<file path="src/rtl/pixart_blob_decoder.sv">
// rtl/pixart_blob_decoder.sv - unpacks PixArt IR camera extended-mode read bursts into per-blob X/Y/size/present
module pixart_blob_decoder #(
    parameter int HEADER_BYTES = 1,
    parameter int NUM_BLOBS    = 4
) (
    input  logic                   clk_i,
    input  logic                   rst_ni,
    input  logic                   frame_start_i,
    input  logic                   byte_valid_i,
    input  logic [7:0]             byte_data_i,
    input  logic                   frame_end_i,
    output logic [10*NUM_BLOBS-1:0] blob_x_o,
    output logic [10*NUM_BLOBS-1:0] blob_y_o,
    output logic [4*NUM_BLOBS-1:0]  blob_size_o,
    output logic [NUM_BLOBS-1:0]    blob_present_o,
    output logic                   frame_valid_o,
    output logic                   frame_error_o,
    output logic [7:0]             frame_count_o
);

    localparam int HW = (HEADER_BYTES > 1) ? $clog2(HEADER_BYTES) : 1;
    localparam int BW = (NUM_BLOBS > 1) ? $clog2(NUM_BLOBS) : 1;

    typedef enum logic [1:0] {S_IDLE, S_HDR, S_DATA} state_t;

    // With no header the burst goes straight to blob data.
    localparam state_t START_STATE = (HEADER_BYTES == 0) ? S_DATA : S_HDR;

    state_t state_q, state_d;
    logic [HW-1:0] hdr_q, hdr_d;
    logic [1:0]    k_q, k_d;
    logic [BW-1:0] blob_q, blob_d;

    logic [10*NUM_BLOBS-1:0] xsh_q, xsh_d, ysh_q, ysh_d;
    logic [4*NUM_BLOBS-1:0]  ssh_q, ssh_d;
    logic [NUM_BLOBS-1:0]    psh_q, psh_d;

    logic [10*NUM_BLOBS-1:0] x_q, x_d, y_q, y_d;
    logic [4*NUM_BLOBS-1:0]  s_q, s_d;
    logic [NUM_BLOBS-1:0]    p_q, p_d;
    logic                    frame_valid_q, frame_valid_d;
    logic                    frame_error_q, frame_error_d;
    logic [7:0]              frame_count_q, frame_count_d;

    // Position the incoming byte is decoded at, after any restart/abort this cycle.
    state_t        eff_state;
    logic [HW-1:0] eff_hdr;
    logic [1:0]    eff_k;
    logic [BW-1:0] eff_blob;
    logic          commit;

    // State register and all shadow/visible registers; cleared asynchronously.
    always_ff @(posedge clk_i or negedge rst_ni) begin
        if (!rst_ni) begin
            state_q       <= S_IDLE;
            hdr_q         <= '0;
            k_q           <= '0;
            blob_q        <= '0;
            xsh_q         <= '0;
            ysh_q         <= '0;
            ssh_q         <= '0;
            psh_q         <= '0;
            x_q           <= '0;
            y_q           <= '0;
            s_q           <= '0;
            p_q           <= '0;
            frame_valid_q <= 1'b0;
            frame_error_q <= 1'b0;
            frame_count_q <= '0;
        end else begin
            state_q       <= state_d;
            hdr_q         <= hdr_d;
            k_q           <= k_d;
            blob_q        <= blob_d;
            xsh_q         <= xsh_d;
            ysh_q         <= ysh_d;
            ssh_q         <= ssh_d;
            psh_q         <= psh_d;
            x_q           <= x_d;
            y_q           <= y_d;
            s_q           <= s_d;
            p_q           <= p_d;
            frame_valid_q <= frame_valid_d;
            frame_error_q <= frame_error_d;
            frame_count_q <= frame_count_d;
        end
    end

    // Next state: commit wins over restart/abort, then the byte is decoded at the effective position.
    always_comb begin
        xsh_d         = xsh_q;
        ysh_d         = ysh_q;
        ssh_d         = ssh_q;
        psh_d         = psh_q;
        x_d           = x_q;
        y_d           = y_q;
        s_d           = s_q;
        p_d           = p_q;
        frame_valid_d = 1'b0;
        frame_error_d = 1'b0;
        frame_count_d = frame_count_q;
        eff_state     = state_q;
        eff_hdr       = hdr_q;
        eff_k         = k_q;
        eff_blob      = blob_q;

        commit = (state_q == S_DATA) && byte_valid_i && (k_q == 2'd2)
                 && (int'(blob_q) == NUM_BLOBS - 1);

        if (!commit) begin
            if (frame_start_i) begin
                frame_error_d = (state_q != S_IDLE);
                eff_state     = START_STATE;
                eff_hdr       = '0;
                eff_k         = '0;
                eff_blob      = '0;
            end else if (frame_end_i && (state_q != S_IDLE)) begin
                frame_error_d = 1'b1;
                eff_state     = S_IDLE;
                eff_hdr       = '0;
                eff_k         = '0;
                eff_blob      = '0;
            end
        end

        state_d = eff_state;
        hdr_d   = eff_hdr;
        k_d     = eff_k;
        blob_d  = eff_blob;

        if (byte_valid_i && (eff_state == S_HDR)) begin
            if (int'(eff_hdr) == HEADER_BYTES - 1) begin
                state_d = S_DATA;
                hdr_d   = '0;
            end else begin
                hdr_d = eff_hdr + 1'b1;
            end
        end else if (byte_valid_i && (eff_state == S_DATA)) begin
            for (int i = 0; i < NUM_BLOBS; i++) begin
                if (int'(eff_blob) == i) begin
                    case (eff_k)
                        2'd0: xsh_d[10*i +: 8] = byte_data_i;
                        2'd1: ysh_d[10*i +: 8] = byte_data_i;
                        default: begin
                            ysh_d[10*i+8 +: 2] = byte_data_i[7:6];
                            xsh_d[10*i+8 +: 2] = byte_data_i[5:4];
                            ssh_d[4*i +: 4]    = byte_data_i[3:0];
                            psh_d[i]           = !((xsh_q[10*i +: 8] == 8'hFF)
                                                   && (ysh_q[10*i +: 8] == 8'hFF)
                                                   && (byte_data_i == 8'hFF));
                        end
                    endcase
                end
            end
            if (eff_k == 2'd2) begin
                k_d    = 2'd0;
                blob_d = eff_blob + 1'b1;
            end else begin
                k_d = eff_k + 2'd1;
            end
        end

        if (commit) begin
            x_d           = xsh_d;
            y_d           = ysh_d;
            s_d           = ssh_d;
            p_d           = psh_d;
            frame_valid_d = 1'b1;
            frame_count_d = frame_count_q + 8'd1;
            state_d       = frame_start_i ? START_STATE : S_IDLE;
            hdr_d         = '0;
            k_d           = '0;
            blob_d        = '0;
        end
    end

    assign blob_x_o       = x_q;
    assign blob_y_o       = y_q;
    assign blob_size_o    = s_q;
    assign blob_present_o = p_q;
    assign frame_valid_o  = frame_valid_q;
    assign frame_error_o  = frame_error_q;
    assign frame_count_o  = frame_count_q;

endmodule
</file>
<file path="config.mk">
export PLATFORM = sky130hd
export DESIGN_NAME = pixart_blob_decoder
export DESIGN_NICKNAME = d
export VERILOG_FILES = /design/src/rtl/pixart_blob_decoder.sv
export SDC_FILE = /design/constraint.sdc
export NUM_CORES = 1
export LEC_CHECK = 0
export ABC_AREA = 0
export CAP_MARGIN = 10
export CORE_UTILIZATION = 54
export CTS_CLUSTER_SIZE = 20
export DETAILED_ROUTE_END_ITERATION = 8
export PLACE_DENSITY = 0.79
export SYNTH_ARGS = -nofsm -noshare
export SYNTH_HDL_FRONTEND = slang
export SYNTH_SLANG_ARGS = --single-unit
</file>
<file path="constraint.sdc">
create_clock -name clk_i -period 3.29 [get_ports clk_i]
set_clock_uncertainty 0.05 [all_clocks]
set_input_delay 0.658 -clock clk_i [delete_from_list [all_inputs] [get_ports clk_i]]
set_output_delay 0.658 -clock clk_i [all_outputs]
set_load 0.005 [all_outputs]
</file>
==> impl_results.html, run 1 <==
<table>
<tr><th>Metric</th><th>Value</th></tr>
<tr><th colspan="2">Global routing</th></tr>
<tr><td>Vias in the first global route</td><td>6123</td></tr>
<tr><td>Overall routing resource usage</td><td>0.249</td></tr>
<tr><td>Global-route wire length before repair</td><td>32.3 mm</td></tr>
<tr><td>Maximum number of pins on one net before global-route repair</td><td>86</td></tr>
<tr><td>GR Overflow Total</td><td>0</td></tr>
<tr><td>Antenna violations before repair</td><td>0</td></tr>
<tr><th colspan="2">Yosys</th></tr>
<tr><td>Flop and latch count out of synthesis</td><td>217</td></tr>
<tr><td>Post-Synthesis Cell Area</td><td>8800 sq um</td></tr>
<tr><td>Most used DFF post-synth</td><td>sky130_fd_sc_hd__dfrtp_1</td></tr>
<tr><td>Mapped Nets</td><td>744</td></tr>
<tr><td>Fraction of the yosys area taken by sequential cells</td><td>0.617</td></tr>
<tr><td>Gate count of the mapped netlist</td><td>726</td></tr>
<tr><td>Count of distinct cell types in the synthesized netlist</td><td>45</td></tr>
<tr><td>EDFF count, synth</td><td>0</td></tr>
<tr><td>Share of Yosys cell area claimed by the top area cell type</td><td>0.617</td></tr>
<tr><td>Yosys warnings</td><td>0</td></tr>
<tr><td>Most frequent cells after synthesis</td><td>219 x sky130_fd_sc_hd__nand2_1, 217 x sky130_fd_sc_hd__dfrtp_1, 103 x sky130_fd_sc_hd__mux2_2</td></tr>
<tr><td>Cell taking the most area after synthesis</td><td>sky130_fd_sc_hd__dfrtp_1</td></tr>
<tr><td>Most area-consuming cells after synthesis</td><td>sky130_fd_sc_hd__dfrtp_1 62%, sky130_fd_sc_hd__mux2_2 13%, sky130_fd_sc_hd__nand2_1 9.3%</td></tr>
<tr><td>Share of flip-flops with an asynchronous set or reset after synthesis</td><td>1.00</td></tr>
<tr><td>Average cell area after synthesis</td><td>12.1 sq um</td></tr>
<tr><td>Most repeated cell in the gate-level netlist after synthesis</td><td>sky130_fd_sc_hd__nand2_1</td></tr>
<tr><th colspan="2">Power</th></tr>
<tr><td>Internal Power</td><td>4290 uW</td></tr>
<tr><td>Sequential Power Share</td><td>0.507</td></tr>
<tr><td>Switching power</td><td>1150 uW</td></tr>
<tr><td>Cell area power density</td><td>488 nW/um^2</td></tr>
<tr><td>Clock network power share</td><td>0.455</td></tr>
<tr><td>Power share of the combinational group</td><td>0.038</td></tr>
<tr><td>Leak Pwr</td><td>0.00560 uW</td></tr>
<tr><td>Proportion of total power due to net switching</td><td>0.212</td></tr>
<tr><td>Worst IR drop on VDD</td><td>0.346 mV</td></tr>
<tr><th colspan="2">Routing</th></tr>
<tr><td>Post-route antenna net violation count</td><td>0</td></tr>
<tr><td>Wire length per cell</td><td>18.2 um</td></tr>
<tr><td>DRC</td><td>0</td></tr>
<tr><td>Via count normalized by instance count</td><td>5.48</td></tr>
<tr><td>DRT Pass-1 Iters</td><td>5</td></tr>
<tr><td>Wire length reported by the detailed router</td><td>19.9 mm</td></tr>
<tr><td>Number of violations reported at the end of detailed-routing iteration 0</td><td>355</td></tr>
<tr><td>DR vias</td><td>6011</td></tr>
<tr><th colspan="2">Min path</th></tr>
<tr><td>Hold WC Path Type</td><td>in2async</td></tr>
<tr><th colspan="2">Clock tree</th></tr>
<tr><td>Buffer levels on the longest clock path</td><td>3</td></tr>
<tr><td>CTS tree</td><td>yes</td></tr>
<tr><td>CTS Root Buffer Type</td><td>sky130_fd_sc_hd__clkbuf_16</td></tr>
<tr><td>Total of cells resized after clock tree synthesis</td><td>0</td></tr>
<tr><td>Number of buffers created by CTS</td><td>22</td></tr>
<tr><td>Number of sinks driven by the clock tree</td><td>217</td></tr>
<tr><td>Number of hold buffers added after cts</td><td>0</td></tr>
<tr><td># Post-CTS Setup Buffers</td><td>0</td></tr>
<tr><td>Source-to-sink clock delay at the later pin of the worst-skew pair</td><td>0.49 ns</td></tr>
<tr><td>Clock slew at reported path FFs</td><td>0.06 ns</td></tr>
<tr><td>Total number of H-tree levels</td><td>1</td></tr>
<tr><th colspan="2">STA</th></tr>
<tr><td>Setup slack of the critical path after layout</td><td>0.546 ns</td></tr>
<tr><td>Relative max-transition margin</td><td>0.439</td></tr>
<tr><td>Setup repair after global routing missed its margin</td><td>false</td></tr>
<tr><td>Setup-failing EPs final</td><td>0</td></tr>
<tr><td>Transition time at the pin with the least slew margin</td><td>0.842 ns</td></tr>
<tr><td>Final Hold Viols</td><td>0</td></tr>
<tr><td>Final worst path period need</td><td>2.74 ns</td></tr>
<tr><td>Fin crit share</td><td>0.834</td></tr>
<tr><td>Sum Neg Setup Slack</td><td>0 ns</td></tr>
<tr><td>Achievable clock frequency</td><td>364 MHz</td></tr>
<tr><td>Max-slew violation count</td><td>0</td></tr>
<tr><th colspan="2">Critical path</th></tr>
<tr><td>Critical-path top delay cell</td><td>sky130_fd_sc_hd__clkdlybuf4s50_1</td></tr>
<tr><td>Reg-to-reg startpoint</td><td>state_q[1]</td></tr>
<tr><td>Cell breakdown of the critical path</td><td>clkdlybuf4s50_1 -&gt; o21a_1 -&gt; or2_1 -&gt; nand2_1 -&gt; buf_4 -&gt; nand2_1 -&gt; ha_1 -&gt; nand2_1 -&gt; or3_1 -&gt; a21o_1 -&gt; buf_4 -&gt; o211ai_1</td></tr>
<tr><td>Delay contributed by the slowest stage of the critical path</td><td>0.48 ns</td></tr>
<tr><td>Required arrival time at the worst endpoint</td><td>3.65 ns</td></tr>
<tr><td>Setup Crit Path Kind</td><td>in2reg</td></tr>
<tr><td>Critical register-to-register path endpoint</td><td>blob_y_o[29]</td></tr>
<tr><td>Most prevalent standard cell on the critical path</td><td>sky130_fd_sc_hd__nand2_1</td></tr>
<tr><td>Critical-path maximum fanout</td><td>15</td></tr>
<tr><td>Worst reg-to-reg setup slack</td><td>0.59 ns</td></tr>
<tr><td>Worst setup EP type</td><td>flop</td></tr>
<tr><td>Arr. time, crit path</td><td>3.11 ns</td></tr>
<tr><td>Category of the worst setup path launch point</td><td>input port</td></tr>
<tr><td>R2R depth</td><td>10</td></tr>
<tr><th colspan="2">Flow run</th></tr>
<tr><td>Max-cap violations</td><td>0</td></tr>
<tr><th colspan="2">Floorplanning</th></tr>
<tr><td>DIE AREA</td><td>16800 sq um</td></tr>
<tr><td>Die Y-Extent</td><td>130 um</td></tr>
<tr><td>Number of ports placed on the die boundary</td><td>123</td></tr>
<tr><td>Row Count</td><td>46</td></tr>
<tr><td>Initial core utilization</td><td>0.554</td></tr>
<tr><td>Core region area</td><td>15900 sq um</td></tr>
<tr><td>Die boundary width</td><td>130 um</td></tr>
<tr><th colspan="2">Placement</th></tr>
<tr><td>Detailed Place HPWL</td><td>13.3 mm</td></tr>
<tr><td>Number of placed cells counting well taps</td><td>1058</td></tr>
<tr><td>Post-place setup slack</td><td>0.0634 ns</td></tr>
<tr><td>Weighted congestion reported at the end of routability-driven placement</td><td>0.866</td></tr>
<tr><td>Count of input and output buffers</td><td>122</td></tr>
<tr><th colspan="2">Final layout</th></tr>
<tr><td>Layout filler cell count</td><td>1122</td></tr>
<tr><td>Antenna cell count</td><td>0</td></tr>
<tr><td>Share of cells above drive strength 1</td><td>0.233</td></tr>
<tr><td>Final cell count without fillers</td><td>1097</td></tr>
<tr><td>Layout area overhead</td><td>26.7%</td></tr>
<tr><td># nets final</td><td>884</td></tr>
<tr><th colspan="2">Status</th></tr>
<tr><td>Status</td><td>completed</td></tr>
</table>
-- layout by cell type (no fill, tap or decap), types with 4 or more instances in the layout --
cell and instances:
sky130_fd_sc_hd__nor4_1 4, sky130_fd_sc_hd__clkdlybuf4s50_1 121, sky130_fd_sc_hd__nor2_1 7, sky130_fd_sc_hd__mux2_2 103, sky130_fd_sc_hd__mux2_4 16, sky130_fd_sc_hd__nand3_1 13
sky130_fd_sc_hd__dfrtp_1 217, sky130_fd_sc_hd__clkbuf_8 7, sky130_fd_sc_hd__o211ai_1 10, sky130_fd_sc_hd__clkbuf_16 23, sky130_fd_sc_hd__xnor2_1 8, sky130_fd_sc_hd__ha_1 5
sky130_fd_sc_hd__o211ai_2 5, sky130_fd_sc_hd__buf_12 4, sky130_fd_sc_hd__nand4_2 4, sky130_fd_sc_hd__nand4_1 23, sky130_fd_sc_hd__nand2_1 219, sky130_fd_sc_hd__buf_4 31
sky130_fd_sc_hd__clkbuf_1 4, sky130_fd_sc_hd__a21o_1 5, sky130_fd_sc_hd__a21oi_1 8
-- area by class of cell --
class	count	area [sq um]	area share
flip-flops and latches	217	5430	0.487
multi-input cells	467	3170	0.284
repair buffers	157	1540	0.138
clock buffers	33	673	0.0604
well taps	216	270	0.0242
clock inverters	6	60.1	0.00539
inverters	1	6.26	0.000561
-- critical path, delay by kind of cell --
family / cells / cell delay [ns]
buf+inv: 3 / 0.87
compound gates: 3 / 0.69
simple gates: 5 / 0.69
fa+ha+maj: 1 / 0.19
-- logic make-up (layout without fill, tap and decap cells) --
group,Yosys count,in the layout,share of synthesized area
fa+ha+maj,5,5,0.00711
simple gates,293,293,0.147
compound gates,39,39,0.0353
buf+inv,42,197,0.0229
flops,217,217,0.617
xor+xnor,8,8,0.00796
mux,122,122,0.163
-- worst max-delay path by stage --
| stage | from | to | slack, ns | cells after the start |
|---|---|---|---|---|
| after floorplan | frame_start_i | xsh_q[28] | 0.36 | 12 |
| after global placement | frame_end_i | xsh_q[28] | 0.16 | 11 |
| after detailed placement | frame_end_i | blob_y_o[29] | 0.06 | 12 |
| after CTS | frame_end_i | blob_y_o[29] | 0.55 | 12 |
| after global routing | frame_end_i | blob_y_o[29] | 0.35 | 12 |
| final | frame_end_i | blob_y_o[29] | 0.55 | 12 |
-- flip-flops by register name, summed over array words and instances (netlist names), 8 cells and up --
name,flops
blob_x_o,40
blob_y_o,40
xsh_q,40
ysh_q,40
blob_size_o,16
ssh_q,16
frame_count_o,8
-- stage by stage --
step                utilization  total power, uW  cell area [sq um]  hold WS [ns]
finish                    0.702             5440              11100         0.143
global route              0.702             5620              11100         0.188
CTS                       0.702             5490              11100         0.178
detailed placement        0.656             3010              10400         0.416
global placement          0.656             3000              10400         0.409
floorplan                     -             2880               8800         0.312
-- metal layers --
metal,global-route usage,vias up,part of all wire
met4,0.0691,0,0.018
met5,0,-,0
met1,0.349,3045,0.45
li1,-,2755,-
met2,0.404,184,0.48
met3,0.0421,27,0.053
-- power by group through the flow --
stage / clock (uW) / sequential [uW] / combinational (uW)
detailed placement: 0 / 2800 / 209
floorplan: 0 / 2790 / 81.5
global placement: 0 / 2800 / 197
global route: 2630 / 2760 / 229
finish: 2470 / 2760 / 206
CTS: 2520 / 2760 / 210
No activity file was read; power rests on OpenSTA's default activity.
==> run 2: changes to the inputs <==
==> constraint.sdc (replaced) <==
create_clock -name clk_i -period 2.6 [get_ports clk_i]
set_clock_uncertainty 0.05 [all_clocks]
set_input_delay 0.52 -clock clk_i [delete_from_list [all_inputs] [get_ports clk_i]]
set_output_delay 0.52 -clock clk_i [all_outputs]
set_load 0.005 [all_outputs]
==> run 2 against run 1 <==
  * Sequential power is 26% higher
  * Cell count is 1.3% higher
  * Highest routed layer unchanged
  * Power is 28% higher
  * Critical path depth is 3 lower
  * Sequential cell count stayed put
  * Clock-buffer cell count is 4 lower
  * Wire length is 2.8% higher
  * Die area stayed put
  * Register-to-register slack worse by 0.47 ns
  * Clock power is 30% higher
  * Sequential share of layout area is 0.76 points lower
  * Non-clock buffer count is 13 higher
==> impl_results.html, run 2 (same netlist as run 1, synthesis figures left out) <==
<table>
<tr><th>Metric</th><th>Value</th></tr>
<tr><th colspan="2">Floorplanning</th></tr>
<tr><td>Die Y-Extent</td><td>130 um</td></tr>
<tr><td>Core region area</td><td>15900 sq um</td></tr>
<tr><td>DIE AREA</td><td>16800 sq um</td></tr>
<tr><td>Row Count</td><td>46</td></tr>
<tr><td>Number of ports placed on the die boundary</td><td>123</td></tr>
<tr><td>Initial core utilization</td><td>0.554</td></tr>
<tr><td>Die boundary width</td><td>130 um</td></tr>
<tr><th colspan="2">Global routing</th></tr>
<tr><td>Maximum number of pins on one net before global-route repair</td><td>68</td></tr>
<tr><td>Global-route wire length before repair</td><td>33.4 mm</td></tr>
<tr><td>Antenna violations before repair</td><td>0</td></tr>
<tr><td>GR Overflow Total</td><td>0</td></tr>
<tr><td>Overall routing resource usage</td><td>0.256</td></tr>
<tr><td>Vias in the first global route</td><td>6414</td></tr>
<tr><th colspan="2">Critical path</th></tr>
<tr><td>Worst setup EP type</td><td>flop</td></tr>
<tr><td>Category of the worst setup path launch point</td><td>flop</td></tr>
<tr><td>Arr. time, crit path</td><td>2.80 ns</td></tr>
<tr><td>Worst reg-to-reg setup slack</td><td>0.12 ns</td></tr>
<tr><td>Required arrival time at the worst endpoint</td><td>2.92 ns</td></tr>
<tr><td>Critical-path maximum fanout</td><td>11</td></tr>
<tr><td>Setup Crit Path Kind</td><td>reg2reg</td></tr>
<tr><th colspan="2">STA</th></tr>
<tr><td>Setup-failing EPs final</td><td>0</td></tr>
<tr><td>Achievable clock frequency</td><td>404 MHz</td></tr>
<tr><td>Transition time at the pin with the least slew margin</td><td>0.653 ns</td></tr>
<tr><td>Setup slack of the critical path after layout</td><td>0.125 ns</td></tr>
<tr><td>Fin crit share</td><td>0.952</td></tr>
<tr><td>Final Hold Viols</td><td>0</td></tr>
<tr><td>Max-slew violation count</td><td>0</td></tr>
<tr><td>Post-route worst hold slack</td><td>0.416 ns</td></tr>
<tr><td>Final worst path period need</td><td>2.48 ns</td></tr>
<tr><td>Setup repair after global routing missed its margin</td><td>false</td></tr>
<tr><td>Relative max-transition margin</td><td>0.561</td></tr>
<tr><th colspan="2">Routing</th></tr>
<tr><td>Wire length per cell</td><td>18.4 um</td></tr>
<tr><td>Via count normalized by instance count</td><td>5.54</td></tr>
<tr><td>DR vias</td><td>6151</td></tr>
<tr><td>Wire length reported by the detailed router</td><td>20.5 mm</td></tr>
<tr><td>Post-route antenna net violation count</td><td>0</td></tr>
<tr><td>DRC</td><td>0</td></tr>
<tr><td>DRT Pass-1 Iters</td><td>5</td></tr>
<tr><td>Number of violations reported at the end of detailed-routing iteration 0</td><td>490</td></tr>
<tr><th colspan="2">Clock tree</th></tr>
<tr><td>CTS Root Buffer Type</td><td>sky130_fd_sc_hd__clkbuf_16</td></tr>
<tr><td>Number of sinks driven by the clock tree</td><td>217</td></tr>
<tr><td>Total number of H-tree levels</td><td>1</td></tr>
<tr><td>Source-to-sink clock delay at the later pin of the worst-skew pair</td><td>0.50 ns</td></tr>
<tr><td>Buffer levels on the longest clock path</td><td>3</td></tr>
<tr><td># Post-CTS Setup Buffers</td><td>0</td></tr>
<tr><td>Clock slew at reported path FFs</td><td>0.06 ns</td></tr>
<tr><td>Number of buffers created by CTS</td><td>22</td></tr>
<tr><td>CTS tree</td><td>yes</td></tr>
<tr><th colspan="2">Min path</th></tr>
<tr><td>Hold WC Path Type</td><td>reg2reg</td></tr>
<tr><th colspan="2">Power</th></tr>
<tr><td>Leak Pwr</td><td>0.00569 uW</td></tr>
<tr><td>Cell area power density</td><td>617 nW/um^2</td></tr>
<tr><td>Worst IR drop on VDD</td><td>0.637 mV</td></tr>
<tr><th colspan="2">Placement</th></tr>
<tr><td>Post-place setup slack</td><td>-0.376 ns</td></tr>
<tr><td>Count of input and output buffers</td><td>122</td></tr>
<tr><td>Detailed Place HPWL</td><td>13.7 mm</td></tr>
<tr><td>Weighted congestion reported at the end of routability-driven placement</td><td>0.864</td></tr>
<tr><th colspan="2">Final layout</th></tr>
<tr><td>Antenna cell count</td><td>0</td></tr>
<tr><td>Commonest non-fill, non-tap cell in the layout</td><td>sky130_fd_sc_hd__nand2_1</td></tr>
<tr><td># nets final</td><td>897</td></tr>
<tr><td>Highest-count cells in the layout ignoring fill and taps</td><td>218 x sky130_fd_sc_hd__nand2_1, 217 x sky130_fd_sc_hd__dfrtp_1, 121 x sky130_fd_sc_hd__clkdlybuf4s50_1, 103 x sky130_fd_sc_hd__mux2_2, 40 x sky130_fd_sc_hd__buf_4</td></tr>
<tr><td>Share of cells above drive strength 1</td><td>0.250</td></tr>
<tr><td>Layout area overhead</td><td>28.7%</td></tr>
<tr><th colspan="2">Status</th></tr>
<tr><td>Status</td><td>completed</td></tr>
<tr><th colspan="2">Flow run</th></tr>
<tr><td>Max-cap violations</td><td>0</td></tr>
</table>
## run 2: cell count changes in the layout (fill, tap and decap cells not counted), sizes merged
cell         delta
clkinv          +4
buf            +12
dlygate4sd3     +1
clkbuf          -4
bufinv          +1
## run 2: routing by layer
metal | GRT usage | wire, um | up-vias
li1 | - | - | 2789
met5 | 0 | 0 | -
met3 | 0.0392 | 1030 | 41
met1 | 0.348 | 8850 | 3130
met2 | 0.428 | 10000 | 191
met4 | 0.0800 | 544 | 0
## run 2: power breakdown
group / switching, uW / internal (uW) / leakage (uW)
combinational: 167 / 113 / 0.00231
sequential: 50.9 / 3440 / 0.00301
clock: 1290 / 1930 / 0.000370
total: 1510 / 5480 / 0.00569
## run 2: final cells by class
cell class / count / area (sq um)
fill: 1135 / 4560
sequential: 217 / 5430
clock inverter: 11 / 110
multi-input combinational: 467 / 3190
tap: 216 / 270
inverter: 1 / 6.26
clock buffer: 29 / 638
timing repair buffer: 170 / 1680
## run 2: per-stage QoR
| stage | instances | TNS (ns) | power, uW | area (sq um) | util |
|---|---|---|---|---|---|
| 5_1_grt | 1111 | 0 | 7210 | 11300 | 0.713 |
| 6_report | 1111 | 0 | 6990 | 11300 | 0.713 |
| 3_5_place_dp | 1070 | -16.66 | 3830 | 10600 | 0.665 |
| 2_1_floorplan | 726 | -0.0443 | 3640 | 8830 | - |
| 3_3_place_gp | 1070 | -13.86 | 3810 | 10600 | 0.665 |
| 4_1_cts | 1111 | 0 | 7030 | 11300 | 0.712 |
## run 2: worst paths after layout
check	endpoint	depth (start not counted)	start
hold / removal	blob_y_o[33]	2	blob_y_o[33]
max in group asynchronous	blob_y_o[26]	3	rst_ni
setup reg to reg	blob_size_o[0]	9	state_q[0]
setup / recovery	blob_size_o[0]	9	state_q[0]
hold reg to reg	blob_y_o[33]	2	blob_y_o[33]
min in group asynchronous	xsh_q[16]	2	rst_ni
## run 2: worst max-delay path, cell delays in order (launching register included)
cell and delay, ns:
sky130_fd_sc_hd__dfrtp_1 0.44, sky130_fd_sc_hd__o21a_1 0.20, sky130_fd_sc_hd__or2_1 0.24, sky130_fd_sc_hd__nand2_2 0.11
sky130_fd_sc_hd__nand2_1 0.12, sky130_fd_sc_hd__ha_1 0.23, sky130_fd_sc_hd__o211ai_1 0.16, sky130_fd_sc_hd__buf_12 0.19
sky130_fd_sc_hd__mux2_2 0.35, sky130_fd_sc_hd__mux2_2 0.26
## run 2: what timing repair did
| action | 4_1_cts | 5_1_grt |
|---|---|---|
| endpoints found under the hold margin | 62 | 0 |
| setup endpoints to repair | 0 | 14 |
| hold buffers | 1 | 0 |
| resized for setup | 0 | 2 |
